==> src/rtl/axi_lite_pkg.sv <==
// Shared AXI4-Lite definitions for the command-side master and the register slaves.
package axi_lite_pkg;

  localparam int AXI_ADDR_W = 32;
  localparam int AXI_DATA_W = 32;

  typedef enum logic [1:0] {
    OKAY   = 2'b00,
    EXOKAY = 2'b01,
    SLVERR = 2'b10,
    DECERR = 2'b11
  } resp_e;

  typedef enum logic [1:0] {
    W_IDLE,
    W_ADDR,
    W_RESP
  } w_state_e;

  typedef enum logic [1:0] {
    R_IDLE,
    R_ADDR,
    R_DATA
  } r_state_e;

endpackage

==> src/rtl/axi_lite_master_if.sv <==
// AXI4-Lite bus bundle (AW/W/B/AR/R) with master and slave views.
interface axi_lite_master_if #(
  parameter int ADDR_W = 32,
  parameter int DATA_W = 32
);
  localparam int STRB_W = DATA_W / 8;

  logic [ADDR_W-1:0] m_awaddr;
  logic              m_awvalid;
  logic              m_awready;
  logic [DATA_W-1:0] m_wdata;
  logic [STRB_W-1:0] m_wstrb;
  logic              m_wvalid;
  logic              m_wready;
  logic [1:0]        m_bresp;
  logic              m_bvalid;
  logic              m_bready;
  logic [ADDR_W-1:0] m_araddr;
  logic              m_arvalid;
  logic              m_arready;
  logic [DATA_W-1:0] m_rdata;
  logic [1:0]        m_rresp;
  logic              m_rvalid;
  logic              m_rready;

  modport master (
    output m_awaddr, m_awvalid, m_wdata, m_wstrb, m_wvalid, m_bready,
    output m_araddr, m_arvalid, m_rready,
    input  m_awready, m_wready, m_bresp, m_bvalid,
    input  m_arready, m_rdata, m_rresp, m_rvalid
  );

  modport slave (
    input  m_awaddr, m_awvalid, m_wdata, m_wstrb, m_wvalid, m_bready,
    input  m_araddr, m_arvalid, m_rready,
    output m_awready, m_wready, m_bresp, m_bvalid,
    output m_arready, m_rdata, m_rresp, m_rvalid
  );

endinterface

==> src/rtl/axi_lite_master_rd.sv <==
// Read-side FSM of the AXI4-Lite master: one AR request, one R beat per command.
module axi_lite_master_rd
  import axi_lite_pkg::*;
#(
  parameter int ADDR_W = AXI_ADDR_W,
  parameter int DATA_W = AXI_DATA_W
) (
  input  logic              clk,
  input  logic              rst,
  input  logic              start_read,
  input  logic [ADDR_W-1:0] read_address,
  output logic              read_done,
  output logic [DATA_W-1:0] read_data,
  output logic [1:0]        read_resp,
  output logic              read_busy,
  output logic [ADDR_W-1:0] m_araddr,
  output logic              m_arvalid,
  input  logic              m_arready,
  input  logic [DATA_W-1:0] m_rdata,
  input  logic [1:0]        m_rresp,
  input  logic              m_rvalid,
  output logic              m_rready
);

  r_state_e          state_q, state_d;
  logic [ADDR_W-1:0] araddr_d;
  logic              arvalid_d, rready_d, done_d;
  logic [DATA_W-1:0] rdata_d;
  logic [1:0]        rresp_d;

  // NOTE: state registers use non-blocking assignments so every flop samples
  // pre-edge values, independent of process evaluation order.
  always_ff @(posedge clk) begin
    if (rst) begin
      state_q   <= R_IDLE;
      m_araddr  <= '0;
      m_arvalid <= 1'b0;
      m_rready  <= 1'b0;
      read_done <= 1'b0;
      read_data <= '0;
      read_resp <= '0;
    end else begin
      state_q   <= state_d;
      m_araddr  <= araddr_d;
      m_arvalid <= arvalid_d;
      m_rready  <= rready_d;
      read_done <= done_d;
      read_data <= rdata_d;
      read_resp <= rresp_d;
    end
  end

  // NOTE: every signal gets a default before the case so no path leaves one
  // unassigned, which would otherwise infer a latch.
  always_comb begin
    state_d   = state_q;
    araddr_d  = m_araddr;
    arvalid_d = m_arvalid;
    rready_d  = m_rready;
    done_d    = 1'b0;
    rdata_d   = read_data;
    rresp_d   = read_resp;
    case (state_q)
      R_IDLE: if (start_read) begin
        araddr_d  = read_address;
        arvalid_d = 1'b1;
        state_d   = R_ADDR;
      end
      R_ADDR: if (m_arvalid && m_arready) begin
        arvalid_d = 1'b0;
        rready_d  = 1'b1;
        state_d   = R_DATA;
      end
      R_DATA: if (m_rvalid && m_rready) begin
        rdata_d  = m_rdata;
        rresp_d  = m_rresp;
        rready_d = 1'b0;
        done_d   = 1'b1;
        state_d  = R_IDLE;
      end
      default: state_d = R_IDLE;
    endcase
  end

  assign read_busy = (state_q != R_IDLE);

endmodule

==> src/rtl/axi_lite_master.sv <==
// AXI4-Lite master: turns start_write/start_read commands into AW/W/B and AR/R
// handshakes. Write FSM lives here; the read FSM is a separate sub-module.
module axi_lite_master
  import axi_lite_pkg::*;
#(
  parameter int ADDR_W = AXI_ADDR_W,
  parameter int DATA_W = AXI_DATA_W  // 32 or 64
) (
  input  logic              clk,
  input  logic              rst,
  input  logic              start_write,
  input  logic [ADDR_W-1:0] write_address,
  input  logic [DATA_W-1:0] write_data,
  input  logic              start_read,
  input  logic [ADDR_W-1:0] read_address,
  output logic              write_done,
  output logic [1:0]        write_resp,
  output logic              write_busy,
  output logic              read_done,
  output logic [DATA_W-1:0] read_data,
  output logic [1:0]        read_resp,
  output logic              read_busy,
  axi_lite_master_if.master m_axi
);

  localparam int STRB_W = DATA_W / 8;

  w_state_e          state_q, state_d;
  logic [ADDR_W-1:0] awaddr_d;
  logic [DATA_W-1:0] wdata_d;
  logic              awvalid_d, wvalid_d, bready_d;
  logic              aw_done_q, aw_done_d, w_done_q, w_done_d;
  logic              done_d;
  logic [1:0]        resp_d;
  logic              aw_hs, w_hs;

  always_ff @(posedge clk) begin
    if (rst) begin
      state_q         <= W_IDLE;
      m_axi.m_awaddr  <= '0;
      m_axi.m_wdata   <= '0;
      m_axi.m_awvalid <= 1'b0;
      m_axi.m_wvalid  <= 1'b0;
      m_axi.m_bready  <= 1'b0;
      aw_done_q       <= 1'b0;
      w_done_q        <= 1'b0;
      write_done      <= 1'b0;
      write_resp      <= '0;
    end else begin
      state_q         <= state_d;
      m_axi.m_awaddr  <= awaddr_d;
      m_axi.m_wdata   <= wdata_d;
      m_axi.m_awvalid <= awvalid_d;
      m_axi.m_wvalid  <= wvalid_d;
      m_axi.m_bready  <= bready_d;
      aw_done_q       <= aw_done_d;
      w_done_q        <= w_done_d;
      write_done      <= done_d;
      write_resp      <= resp_d;
    end
  end

  always_comb begin
    state_d   = state_q;
    awaddr_d  = m_axi.m_awaddr;
    wdata_d   = m_axi.m_wdata;
    awvalid_d = m_axi.m_awvalid;
    wvalid_d  = m_axi.m_wvalid;
    bready_d  = m_axi.m_bready;
    aw_done_d = aw_done_q;
    w_done_d  = w_done_q;
    done_d    = 1'b0;
    resp_d    = write_resp;
    aw_hs     = m_axi.m_awvalid && m_axi.m_awready;
    w_hs      = m_axi.m_wvalid && m_axi.m_wready;
    case (state_q)
      W_IDLE: if (start_write) begin
        awaddr_d  = write_address;
        wdata_d   = write_data;
        awvalid_d = 1'b1;
        wvalid_d  = 1'b1;
        aw_done_d = 1'b0;
        w_done_d  = 1'b0;
        state_d   = W_ADDR;
      end
      W_ADDR: begin
        // AW and W retire independently; either order or the same edge.
        if (aw_hs) begin
          awvalid_d = 1'b0;
          aw_done_d = 1'b1;
        end
        if (w_hs) begin
          wvalid_d = 1'b0;
          w_done_d = 1'b1;
        end
        if ((aw_done_q || aw_hs) && (w_done_q || w_hs)) begin
          bready_d = 1'b1;
          state_d  = W_RESP;
        end
      end
      W_RESP: if (m_axi.m_bvalid && m_axi.m_bready) begin
        resp_d   = m_axi.m_bresp;
        bready_d = 1'b0;
        done_d   = 1'b1;
        state_d  = W_IDLE;
      end
      default: state_d = W_IDLE;
    endcase
  end

  assign write_busy    = (state_q != W_IDLE);
  assign m_axi.m_wstrb = {STRB_W{1'b1}};

  axi_lite_master_rd #(
    .ADDR_W(ADDR_W),
    .DATA_W(DATA_W)
  ) u_rd (
    .clk          (clk),
    .rst          (rst),
    .start_read   (start_read),
    .read_address (read_address),
    .read_done    (read_done),
    .read_data    (read_data),
    .read_resp    (read_resp),
    .read_busy    (read_busy),
    .m_araddr     (m_axi.m_araddr),
    .m_arvalid    (m_axi.m_arvalid),
    .m_arready    (m_axi.m_arready),
    .m_rdata      (m_axi.m_rdata),
    .m_rresp      (m_axi.m_rresp),
    .m_rvalid     (m_axi.m_rvalid),
    .m_rready     (m_axi.m_rready)
  );

endmodule
==> src/flat_wrapper.sv <==
// flat-port wrapper written by rule: the top's interface ports become plain ports
module axi_lite_master_flat import axi_lite_pkg::*;
#(
  parameter int ADDR_W = AXI_ADDR_W,
  parameter int DATA_W = AXI_DATA_W             
)
  (clk, rst, start_write, write_address, write_data, start_read, read_address, write_done, write_resp, write_busy, read_done, read_data, read_resp, read_busy, m_axi_m_awaddr, m_axi_m_awvalid, m_axi_m_wdata, m_axi_m_wstrb, m_axi_m_wvalid, m_axi_m_bready, m_axi_m_araddr, m_axi_m_arvalid, m_axi_m_rready, m_axi_m_awready, m_axi_m_wready, m_axi_m_bresp, m_axi_m_bvalid, m_axi_m_arready, m_axi_m_rdata, m_axi_m_rresp, m_axi_m_rvalid);
  axi_lite_master_if #(.ADDR_W(ADDR_W), .DATA_W(DATA_W)) m_axi_i ();
  input  logic clk;
  input  logic rst;
  input  logic start_write;
  input  logic [ADDR_W-1:0] write_address;
  input  logic [DATA_W-1:0] write_data;
  input  logic start_read;
  input  logic [ADDR_W-1:0] read_address;
  output logic write_done;
  output logic [1:0] write_resp;
  output logic write_busy;
  output logic read_done;
  output logic [DATA_W-1:0] read_data;
  output logic [1:0] read_resp;
  output logic read_busy;
  output wire logic [$bits(m_axi_i.m_awaddr)-1:0] m_axi_m_awaddr;
  output wire logic [$bits(m_axi_i.m_awvalid)-1:0] m_axi_m_awvalid;
  output wire logic [$bits(m_axi_i.m_wdata)-1:0] m_axi_m_wdata;
  output wire logic [$bits(m_axi_i.m_wstrb)-1:0] m_axi_m_wstrb;
  output wire logic [$bits(m_axi_i.m_wvalid)-1:0] m_axi_m_wvalid;
  output wire logic [$bits(m_axi_i.m_bready)-1:0] m_axi_m_bready;
  output wire logic [$bits(m_axi_i.m_araddr)-1:0] m_axi_m_araddr;
  output wire logic [$bits(m_axi_i.m_arvalid)-1:0] m_axi_m_arvalid;
  output wire logic [$bits(m_axi_i.m_rready)-1:0] m_axi_m_rready;
  input wire logic [$bits(m_axi_i.m_awready)-1:0] m_axi_m_awready;
  input wire logic [$bits(m_axi_i.m_wready)-1:0] m_axi_m_wready;
  input wire logic [$bits(m_axi_i.m_bresp)-1:0] m_axi_m_bresp;
  input wire logic [$bits(m_axi_i.m_bvalid)-1:0] m_axi_m_bvalid;
  input wire logic [$bits(m_axi_i.m_arready)-1:0] m_axi_m_arready;
  input wire logic [$bits(m_axi_i.m_rdata)-1:0] m_axi_m_rdata;
  input wire logic [$bits(m_axi_i.m_rresp)-1:0] m_axi_m_rresp;
  input wire logic [$bits(m_axi_i.m_rvalid)-1:0] m_axi_m_rvalid;
  assign m_axi_m_awaddr = m_axi_i.m_awaddr;
  assign m_axi_m_awvalid = m_axi_i.m_awvalid;
  assign m_axi_m_wdata = m_axi_i.m_wdata;
  assign m_axi_m_wstrb = m_axi_i.m_wstrb;
  assign m_axi_m_wvalid = m_axi_i.m_wvalid;
  assign m_axi_m_bready = m_axi_i.m_bready;
  assign m_axi_m_araddr = m_axi_i.m_araddr;
  assign m_axi_m_arvalid = m_axi_i.m_arvalid;
  assign m_axi_m_rready = m_axi_i.m_rready;
  assign m_axi_i.m_awready = m_axi_m_awready;
  assign m_axi_i.m_wready = m_axi_m_wready;
  assign m_axi_i.m_bresp = m_axi_m_bresp;
  assign m_axi_i.m_bvalid = m_axi_m_bvalid;
  assign m_axi_i.m_arready = m_axi_m_arready;
  assign m_axi_i.m_rdata = m_axi_m_rdata;
  assign m_axi_i.m_rresp = m_axi_m_rresp;
  assign m_axi_i.m_rvalid = m_axi_m_rvalid;
  axi_lite_master #(.ADDR_W(ADDR_W), .DATA_W(DATA_W)) u_core (.clk(clk), .rst(rst), .start_write(start_write), .write_address(write_address), .write_data(write_data), .start_read(start_read), .read_address(read_address), .write_done(write_done), .write_resp(write_resp), .write_busy(write_busy), .read_done(read_done), .read_data(read_data), .read_resp(read_resp), .read_busy(read_busy), .m_axi(m_axi_i));
endmodule
==> config.mk <==
export PLATFORM = sky130hd
export DESIGN_NAME = axi_lite_master_flat
export DESIGN_NICKNAME = d
export VERILOG_FILES = /design/src/rtl/axi_lite_pkg.sv /design/src/rtl/axi_lite_master_if.sv /design/src/rtl/axi_lite_master_rd.sv /design/src/rtl/axi_lite_master.sv /design/src/flat_wrapper.sv
export SDC_FILE = /design/constraint.sdc
export NUM_CORES = 1
export LEC_CHECK = 0
export CAP_MARGIN = 40
export CORE_UTILIZATION = 35
export DETAILED_ROUTE_END_ITERATION = 8
export PLACE_DENSITY = 0.86
export REMOVE_ABC_BUFFERS = 1
export SLEW_MARGIN = 20
export SYNTH_ARGS = -nofsm -noshare
export SYNTH_HDL_FRONTEND = slang
export SYNTH_SLANG_ARGS = --single-unit
==> constraint.sdc <==
create_clock -name clk -period 1.58 [get_ports clk]
set_input_delay 0.474 -clock clk [delete_from_list [all_inputs] [get_ports clk]]
set_output_delay 0.474 -clock clk [all_outputs]
set_load 0.02 [all_outputs]
-- After elaboration in Yosys (flattened, before gate mapping)
Index checks and enable logic that the tools add are counted.
W data, S select, Z words.
- output and inout bits: 145
- register bits: 145
- memory bits (writable): 0
- latch bits: 0
- memories kept: 0
- memory bits (read-only): 0
- input port bits: 141
- equal/unequal tests: 12
- reduce and logical (&&, ||, !) cells: 29
- order comparisons: 0
- bitwise logic cells: 2
- multiply operators: 0
- shift-type cells: 0
- $add $sub $neg: 0
- muxes and demuxes: 29
- divide/modulo/power cells: 0
- operator list (operator ; number):
    $reduce_and A3 Y1 ; 7
    $mux W1 ; 14
    $pmux W1 S2 ; 7
    $mux W2 ; 6
    $pmux W2 S3 ; 2
    $reduce_bool A2 Y1 ; 6
    $ne A2 B1 Y1 const B ; 4
    $ne A2 B2 Y1 const B ; 4
    $reduce_and A2 Y1 ; 4
    $logic_and A1 B1 Y1 ; 6
    $eq A2 B1 Y1 const B ; 2
    $eq A2 B2 Y1 const B ; 2
    $logic_not A2 Y1 ; 2
    $reduce_or A2 Y1 ; 2
    $logic_or A1 B1 Y1 ; 2
    $not A1 Y1 ; 2

-- Logic depth before layout (Yosys ltp)
Gate-level depths: netlist of run 1.
- depth in word-level cells: 5
- gate-level depth with buffers: 6
- mapped depth without buffers: 3

-- Modules after synthesis
From an unflattened synthesis of run 1, not the netlist that was laid out.
- cells, all modules: 635
- area total of the unflattened synthesis: 5148.7 µm²
- by module, submodules not included (module ; instances ; cells an instance ; area an instance (µm²)):
    axi_lite_master ; 1 ; 325 ; 2630.0
    axi_lite_master_rd ; 1 ; 310 ; 2518.7

-- Least setup slack after synthesis of run 1
No wires, ideal clock.
- kind: input -> register
- start: input start_write
- end: register u_core.m_axi.m_wdata[17]
- cell stages on the path: 6
- arrival time: 1287 ps
- slack: 161 ps
- setup time: 132 ps
- cells stage by stage: or3b_1 buf_2 buf_6 buf_6 nand2_1 a21oi_1
- cells in the longest elaborated chain, start to end: 1
- ends and longest elaborated chain (item ; line ; RTL):
    start: declaration ; flat_wrapper.sv:11 ; input logic start_write;
    $reduce_and A2 Y1 (no source line) ; -- ;
    end signal: assignment ; axi_lite_master.sv:52 ; m_axi.m_wdata <= wdata_d;
    end: declaration ; axi_lite_master_if.sv:27 ; output m_awaddr, m_awvalid, m_wdata, m_wstrb, m_wvalid, m_bready,
Every way passes these cells.
A chain may end at the register's enable or synchronous reset.

-- Worst setup path in the final report of run 1
- start: register u_core.state_q[1]
- end: output write_busy
- cells in the longest elaborated chain, start to end: 1
- ends and longest elaborated chain (item ; line ; RTL):
    start: declaration ; axi_lite_master.sv:28 ; w_state_e state_q, state_d;
    start signal: assignment ; axi_lite_master.sv:50 ; state_q <= state_d;
    $reduce_bool A2 Y1 ; axi_lite_master.sv:111 ; assign write_busy = (state_q != W_IDLE);
    end: declaration ; flat_wrapper.sv:18 ; output logic write_busy;
Every way passes these cells.

==> out/metrics.cfg, run 1 <==
[routing]
drt_first_pass_iters = 4
vias_per_cell = 4.69
ant_nets = 0
drc = 0
dr_total_vias = 5168
drt-initial-drc-count = 253
totalWireLength_mm = 15.2
wl_per_cell_um = 13.8

[placed_design]
dp_hpwl_mm = 10.5
io_buffers = 281
place_ws_ns = -0.433
globalplace.congestion = 0.787
dpl_cell_area_um2 = 8150

[logic_synthesis]
yosysWarnings = 0
yosys-top-cells-count = 262 x nand2_1, 145 x dfxtp_1, 138 x a21oi_1
synthDistinctLibCells = 25
seq_area_frac_synth_pct = 57.0
synth-edff-count = 0
synth_top_area_cell = dfxtp_1
ys_ff_latch = 145
synth_top_area_share_pct = 57.0
ys_top_cells_by_area = dfxtp_1 57%, nand2_1 19%, a21oi_1 14%, buf_2 2.0%, clkbuf_1 1.7%
async_flop_share_pct = 0
syn_area_per_cell_um2 = 8.03
yosysMostFrequentCell = nand2_1
syn_area_um2 = 5100
synthFlopType = dfxtp_1
netlist_instances = 635

[clock_network]
cts_htree_levels = 4
path_clk_slew_ns = 0.06
cts_tree = yes
clock_sinks = 145
cts-hold-fix-buffers = 0
cts_made_buffers = 17
cts_buffer_depth = 2
cts_root_buf = clkbuf_16
postCtsSetupRepairBufs = 0
clock_latency_ns = 0.42

[critical_path]
crit_required_ns = 1.11
cp.arrival_ns = 1.11
crit_start = u_core.state_q[1]$_SDFFE_PP0P_
r2r-start = u_core.state_q[1]$_SDFFE_PP0P_
cp-end-kind = output pin
cp-start-kind = register
path_max_fanout = 2
path_class = reg2out

[grt]
grt_max_degree = 63
grt_overflow = 0
grt_pass1_vias = 4862
grt_pass1_wl_mm = 22.9
grt_use_total_pct = 19.8
antenna_found_initial = 0

[layout]
area_delta_synth_final_pct = 65.8
nNetsFinal = 1049
diodes = 0
fin_area_um2 = 8450
layout-drive-gt1-share_pct = 16.1

[timing]
drv_slew = 0
finalCritPeriodShare_pct = 100
finalHoldViolCount = 0
setup_viol = 1
grt_setup_unrepaired = yes
timing.fmax_ghz = 0.632
whs_ns = 0.400
fin_crit_ns = 1.58
clock_skew_ns = 0.00766
final.setup.worst_slack_ns = -0.00175

[min_path]
hp-class = in2reg
min_from = rst

[pwr]
p_leak_uw = 0.00338
ir_drop_v = 0.000890
power_density_nw_per_um2 = 1120

[job]
cap_violations = 0

[die]
core_area_um2 = 14000
rows = 43
die_h_um = 123
initial_core_util_pct = 36.3
die_area_um2 = 15000
die_w_um = 123
io_pins = 286

[status]
violations = negative setup slack
status = complete, but fails checks

[layout by cell type (no fill, tap or decap), types with 8 or more instances in the layout]
cell / count
clkdlybuf4s15_2: 11
nor2_1: 9
clkdlybuf4s15_1: 55
clkbuf_16: 17
clkbuf_2: 68
buf_12: 8
a21oi_1: 138
buf_4: 14
clkdlybuf4s50_1: 139
nand2_1: 262
dfxtp_1: 141
[power breakdown]
group | leakage [µW] | internal (µW) | total, µW | switching [µW]
clock network | 0.000303 | 2690 | 4250 | 1560
logic | 0.00189 | 645 | 1310 | 665
registers | 0.00119 | 3830 | 3910 | 84.9
[path summary, 6_finish.rpt]
path	end	slack (ns)	depth (start not counted)
worst max-delay path	write_busy	-0.002	2
worst min-delay path	u_core.m_axi.m_awaddr[31]$_SDFFE_PP0P_	0.40	2
worst max register to register	u_core.m_axi.m_awaddr[21]$_SDFFE_PP0P_	0.15	5
worst min register to register	u_core.u_rd.m_araddr[2]$_SDFFE_PP0P_	0.45	2
[through the flow]
step / TNS (ns) / std cells / power, µW / util, %
after floorplan: -83.55 / 587 / 4500 / -
after global placement: -36.38 / 1069 / 5390 / 58.1
after detailed placement: -37.35 / 1069 / 5410 / 58.1
after CTS: -0.0304 / 1101 / 9590 / 62.1
after global routing: -0.0830 / 1101 / 9840 / 60.2
final: -0.00175 / 1101 / 9470 / 60.2
[logic make-up after synthesis]
kind of cell / synth area share, %
and+or+nand+nor: 22.9
AOI/OAI and AO/OA: 14.5
DFF: 57.0
buffers and inverters: 5.20
muxes: 0.393
other: 0.0736
[routing by layer]
layer	wire length, µm	track usage (%)	up-vias
met1	5810	20.0	2349
met3	1200	8.74	29
met4	410	7.77	0
li1	-	-	2592
met2	7790	35.3	198
met5	0	0	-
[flip-flops by register name, indices dropped and copies added, names as in the netlist]
register                flops
u_core.u_rd.read_done       1
u_core.write_done           1
u_core.m_axi.m_awvalid      1
u_core.u_rd.state_q         2
u_core.u_rd.read_data      32
u_core.m_axi.m_bready       1
u_core.u_rd.m_arvalid       1
u_core.m_axi.m_awaddr      32
u_core.m_axi.m_wdata       32
u_core.w_done_q             1
u_core.u_rd.read_resp       2
u_core.aw_done_q            1
u_core.m_axi.m_wvalid       1
u_core.u_rd.m_rready        1
u_core.state_q              2
u_core.write_resp           2
u_core.u_rd.m_araddr       32
[final cells by class]
type / count / area [µm²]
multi-input combinational: 441 / 1960
clock inverter: 13 / 185
fill: 1213 / 5600
timing repair buffer: 302 / 2720
inverter: 1 / 3.75
clock buffer: 19 / 443
tap: 180 / 225
sequential: 145 / 2910
[critical path, cell delays in order (launching register included)]
cell and delay (ns):
dfxtp_2 0.32, or2_4 0.24, buf_6 0.13
[repair_timing]
item,4_1_cts,5_1_grt
pin swaps,1,2
gates resized for setup,237,146
endpoints found under the setup margin,141,159
Note: power is estimated with default switching activity, not from simulation.
==> run 2: changes to the inputs <==
CAP_MARGIN = not set   (was 40)
==> results of run 2 <==
The final DEF is identical to that of run 1; final timing and power are the same.
==> run 3: changes to the inputs <==
RECOVER_POWER = 100   (was not set)
==> out/metrics.cfg, run 3 (synthesis gave the netlist of run 1 again) <==
[layout]
final_cell_mix = 262 x nand2_1, 142 x dfxtp_1, 138 x a21oi_1  ; was 262 x nand2_1, 141 x dfxtp_1, 139 x clkdlybuf4s50_1
fill_cells = 1252  ; was 1213
diodes = 0  ; unchanged
nNetsFinal = 1049  ; unchanged
seq_area_um2 = 2910  ; about the same
fin_area_um2 = 8340  ; was 8450 µm²
layout-drive-gt1-share_pct = 9.01  ; was 16.1%
multiInputGateArea_um2 = 1960  ; unchanged
area_delta_synth_final_pct = 63.7  ; was 65.8%
final_common_cell = nand2_1  ; unchanged

[timing]
drv_slew = 0  ; unchanged
setup_viol = 0  ; was 1
clock_skew_ns = 0.00684  ; was 0.00766 ns
whs_ns = 0.400  ; about the same
grt_setup_unrepaired = yes  ; unchanged
finalHoldViolCount = 0  ; unchanged
fin_crit_ns = 1.58  ; about the same
final.setup.worst_slack_ns = 0.000722  ; was -0.00175 ns
timing.fmax_ghz = 0.633  ; was 0.632 GHz
finalCritPeriodShare_pct = 100  ; about the same

[die]
initial_core_util_pct = 36.3  ; unchanged
core_area_um2 = 14000  ; unchanged
io_pins = 286  ; unchanged
rows = 43  ; unchanged
die_area_um2 = 15000  ; unchanged
die_h_um = 123  ; unchanged
die_w_um = 123  ; unchanged

[critical_path]
cp-end-kind = output pin  ; unchanged
path_max_fanout = 2  ; unchanged
path_class = reg2out  ; unchanged
reg2regPathDepth = 5  ; unchanged
crit_required_ns = 1.11  ; about the same
cp.arrival_ns = 1.11  ; about the same
cp-start-kind = register  ; unchanged

[clock_network]
postCtsSetupRepairBufs = 0  ; unchanged
cts_made_buffers = 17  ; unchanged
path_clk_slew_ns = 0.06  ; about the same
cts_tree = yes  ; unchanged
cts_buffer_depth = 2  ; unchanged
cts_htree_levels = 4  ; unchanged
clock_sinks = 145  ; unchanged
cts-hold-fix-buffers = 0  ; unchanged
clock_latency_ns = 0.42  ; about the same
cts_root_buf = clkbuf_16  ; unchanged

[status]
status = finished, final reports clean  ; was complete, but fails checks

[routing]
wl_per_cell_um = 13.8  ; about the same
drc = 0  ; unchanged
totalWireLength_mm = 15.2  ; about the same
ant_nets = 0  ; unchanged
drt_first_pass_iters = 5  ; was 4
drt-initial-drc-count = 284  ; was 253
dr_total_vias = 5175  ; was 5168
vias_per_cell = 4.70  ; was 4.69

[pwr]
p_leak_uw = 0.00316  ; was 0.00338 µW
power_density_nw_per_um2 = 1130  ; was 1120 nW/µm²
ir_drop_v = 0.000887  ; was 0.000890 V
total_power_uw = 9440  ; was 9470 µW

[grt]
grt_use_total_pct = 19.8  ; unchanged
grt_max_degree = 63  ; unchanged
antenna_found_initial = 0  ; unchanged
grt_overflow = 0  ; unchanged
grt_pass1_wl_mm = 22.9  ; unchanged
grt_pass1_vias = 4862  ; unchanged

[placed_design]
globalplace.congestion = 0.787  ; unchanged
io_buffers = 281  ; unchanged
dp_hpwl_mm = 10.5  ; unchanged
dpl_cell_area_um2 = 8150  ; unchanged
place_ws_ns = -0.433  ; unchanged

[min_path]
hp-class = in2reg  ; unchanged
worstHoldPathCells = 2  ; unchanged

[job]
cap_violations = 0  ; unchanged

[run 3: cell count changes in the layout (fill, tap and decap cells not counted)]
cell             delta
clkdlybuf4s50_1     -2
clkbuf_1           +64
clkbuf_4            +1
dfxtp_2             -1
dfxtp_1             +1
dlygate4sd3_1       +2
buf_12              -1
buf_4               -2
clkdlybuf4s15_2     -1
clkbuf_2           -57
buf_2               -4
[run 3: worst paths after layout]
check	startpoint	to	slack, ns
min	rst	u_core.m_axi.m_awaddr[4]$_SDFFE_PP0P_	0.40
max reg2reg	u_core.state_q[0]$_SDFFE_PP0P_	u_core.m_axi.m_awaddr[11]$_SDFFE_PP0P_	0.08
max	u_core.state_q[1]$_SDFFE_PP0P_	write_busy	0.0007
min reg2reg	u_core.m_axi.m_awaddr[13]$_SDFFE_PP0P_	u_core.m_axi.m_awaddr[13]$_SDFFE_PP0P_	0.45
[run 3: final cells by class]
type	instances	area share, %
timing repair buffer	302	31.4
clock buffer	19	5.31
sequential	145	34.8
clock inverter	13	2.22
inverter	1	0.0450
tap	180	2.70
multi-input combinational	441	23.5
[run 3: timing repair]
action	CTS	global route
endpoints found under the hold margin	0	0
resized for setup	237	146
endpoints found under the setup margin	141	159
pin swaps	1	2
[run 3: routing by layer]
layer	share of wire [%]	routed length, µm	global-route usage, %
met1	38	5850	20.0
met2	51	7820	35.3
met3	7.6	1160	8.74
met4	2.5	382	7.77
met5	0	0	0
[run 3: power by group]
part / switching [µW] / internal, µW
combinational: 665 / 615
sequential: 84.1 / 3830
clock: 1560 / 2690
total: 2310 / 7130
[run 3: worst max-delay path, stage by stage, from the launching register on]
cell and delay (ns):
dfxtp_2 0.32, or2_4 0.24, buf_6 0.13
[run 3: through the flow]
step           utilization, %  setup TNS (ns)  cells
2_1_floorplan               -          -83.55    587
3_3_place_gp             58.1          -36.38   1069
3_5_place_dp             58.1          -37.35   1069
4_1_cts                  62.1         -0.0304   1101
5_1_grt                  59.4          -0.161   1101
6_report                 59.4               0   1101
==> RTL edit: new RTL, flow settings as in run 1 <==
Set the package constant `AXI_DATA_W` to 40 (it was 32).
--- a/src/rtl/axi_lite_pkg.sv
+++ b/src/rtl/axi_lite_pkg.sv
@@ -4,3 +4,3 @@
   localparam int AXI_ADDR_W = 32;
-  localparam int AXI_DATA_W = 32;
+  localparam int AXI_DATA_W = 40;
 
Interface: changed (5 resized); port bits go from 286 to 319. The function was not compared with the original's and may differ.
==> RTL edit against run 1 <==
  * Worst hold slack improved by 0.051 ns
  * Wire length rose by 10%
  * Register-to-register slack barely moved
  * Final area rose by 8.9%
  * Power rose by 4.5%
  * Combinational power rose by 11%
  * Sequential cell count rose by 16
  * Area after synthesis rose by 7.0%
  * Setup slack improved by 0.010 ns
  * Critical path type unchanged
  * Largest cell class unchanged
==> RTL edit: results (changes against run 1) <==
cells_and_area:
  num_antenna_cells: 0  # unchanged
  largestRegisters: "u_core.m_axi.m_wdata x40, u_core.u_rd.read_data x40"
  drive_above_1_share_pct: 17.7  # was 16.1%
  fillers: 1303  # was 1,213
  nets: 1088  # was 1,049
  fin_util_pct: 60.5  # was 60.2%
setup_path:
  path_max_fanout: 2  # unchanged
  r2r-start: "u_core.u_rd.state_q[1]"  # was u_core.state_q[1]
  r2r_cells: 5  # unchanged
  slowest_stage: "dfxtp_2"  # unchanged
  crit_arrival_ns: 1.10
  worst-r2r-setup-slack_ns: 0.15  # about the same
  cpPeakStageDelay_ns: 0.32  # about the same
  reg2reg_to: "u_core.u_rd.m_araddr[5]"  # was u_core.m_axi.m_awaddr[21]
yosys:
  yosysWarnings: 0  # unchanged
  async_reset_ff_share_pct: 0  # unchanged
  synth_commonest_cells: "nand2_1 (211), dfxtp_1 (161), a21oi_1 (112), a22o_1 (42), clkbuf_1 (23)"  # was nand2_1 (262), dfxtp_1 (145), a21oi_1 (138), clkbuf_1 (23), buf_2 (20)
  synthTopCellsByArea: "dfxtp_1 (59%), nand2_1 (15%), a21oi_1 (10%)"  # was dfxtp_1 (57%), nand2_1 (19%), a21oi_1 (14%)
  ys_types: 27  # was 25
  ys_seq_area_share_pct: 59.1  # was 57.0%
  yosysTopAreaCell: "dfxtp_1"  # unchanged
routing:
  drt-initial-drc-count: 227  # was 253
  first_pass_iters: 4  # unchanged
  wl_per_cell_um: 14.8  # was 13.8 um
  via_count: 5424  # was 5,168
global_routing:
  grt_max_degree: 68  # was 63
  grt_pass1_vias: 5312  # was 4,862
  antenna_found_initial: 0  # unchanged
  grt_pass1_wl_mm: 26.1  # was 22.9 mm
  grt_usage_pct: 20.7  # was 19.8%
power_and_ir_drop:
  static-leakage-power_nw: 3.80  # was 3.38 nW
  ir_drop_uv: 617  # was 890 uV
min_path:
  holdPathStages: 2  # unchanged
  hold_path.class: "reg -> reg"  # was in -> reg
  min_from: "u_core.m_axi.m_awaddr[7]"  # was rst
  holdPathEnd: "u_core.m_axi.m_awaddr[7]"  # was u_core.m_axi.m_awaddr[31]
clocking:
  cts_root_buf: "clkbuf_16"  # unchanged
  path_clk_slew_ns: 0.06  # about the same
  cts_made_buffers: 17  # unchanged
  worstSkewPairLatency_ns: 0.41
  cts-htree-levels: 4  # unchanged
  clockBufferDepth: 2  # unchanged
sta:
  hold_slack_ns: 0.451  # was 0.400 ns
  clock-skew-final_ns: 0.00458  # was 0.00766 ns
placed_design:
  post-dp-hpwl_mm: 12.2  # was 10.5 mm
  place_congestion: 0.744  # was 0.787
  placedInstanceArea_mm2: 0.00893  # was 0.00815 mm2
  numPortBuffers: 313  # was 281
outcome:
  status: "completed"  # was finished, violations left
RTL edit: cell types whose count changed after synthesis, moves of 3 or more:
cell,delta
nand2_1,-51
a22o_1,+42
a21oi_1,-26
dfxtp_1,+16
buf_4,+5
buf_6,-4
buf_2,-3
RTL edit: area by class of cell:
cell class | instances | area [um2] | share of cell area (%)
Sequential cell | 161 | 3230 | 35.1
Timing Repair Buffer | 341 | 3110 | 33.8
Multi-Input combinational cell | 408 | 2030 | 22.1
Clock buffer | 19 | 443 | 4.81
Tap cell | 188 | 235 | 2.56
Clock inverter | 13 | 151 | 1.65
Inverter | 2 | 7.51 | 0.0816
RTL edit: layer usage:
metal / up-vias / global-route usage [%] / part of all wire, %
met5: - / 0 / 0
li1: 2678 / - / -
met4: 0 / 8.89 / 2.3
met3: 25 / 7.93 / 9.0
met2: 225 / 37.0 / 51
met1: 2496 / 21.7 / 38
RTL edit: timing repair:
item,CTS,global route
pin swaps,1,1
hold buffers,0,0
setup buffers,0,0
hold endpoints to repair,0,0
gates resized for setup,299,114
cloned,0,0
setup endpoints to repair,157,111
RTL edit: worst max path at each step:
stage,startpoint,to,slack [ns],cells after the start
2_1_floorplan,start_write,u_core.m_axi.m_awaddr[0],-3.16,3
3_3_place_gp,start_write,u_core.m_axi.m_wdata[37],-0.38,5
3_5_place_dp,start_write,u_core.m_axi.m_wdata[16],-0.40,5
4_1_cts,u_core.u_rd.state_q[1],read_busy,-0.09,2
5_1_grt,u_core.u_rd.state_q[1],read_busy,-0.03,2
6_report,u_core.u_rd.state_q[1],read_busy,0.009,2
RTL edit: logic make-up after synthesis:
logic type             Yosys count  share of synthesized area (%)
AND/OR/NAND/NOR                236                           17.5
flip-flops                     161                           59.1
multiplexers                     2                          0.367
buffers and inverters           51                           4.52
other                            1                         0.0688
AO/OA/AOI/OAI                  165                           18.4
RTL edit: metrics by stage:
step,total power [mW],worst slack (ns),cells
2_1_floorplan,4.99,-3.16,571
3_3_place_gp,5.96,-0.377,1100
3_5_place_dp,6.00,-0.397,1100
4_1_cts,10.0,-0.0863,1132
5_1_grt,10.3,-0.0337,1132
6_report,9.90,0.00851,1132
RTL edit: critical path, delay by kind of cell (launching register included):
kind                   cells  cell delay, ns
AND/OR/NAND/NOR            1            0.24
flip-flops                 1            0.32
buffers and inverters      1            0.13
RTL edit: where the power goes:
group	internal [mW]	switching [mW]	total, mW	leakage, nW
Sequential	4.24	0.0882	4.33	1.32
Clock	2.40	1.71	4.11	0.283
Combinational	0.725	0.733	1.46	2.20
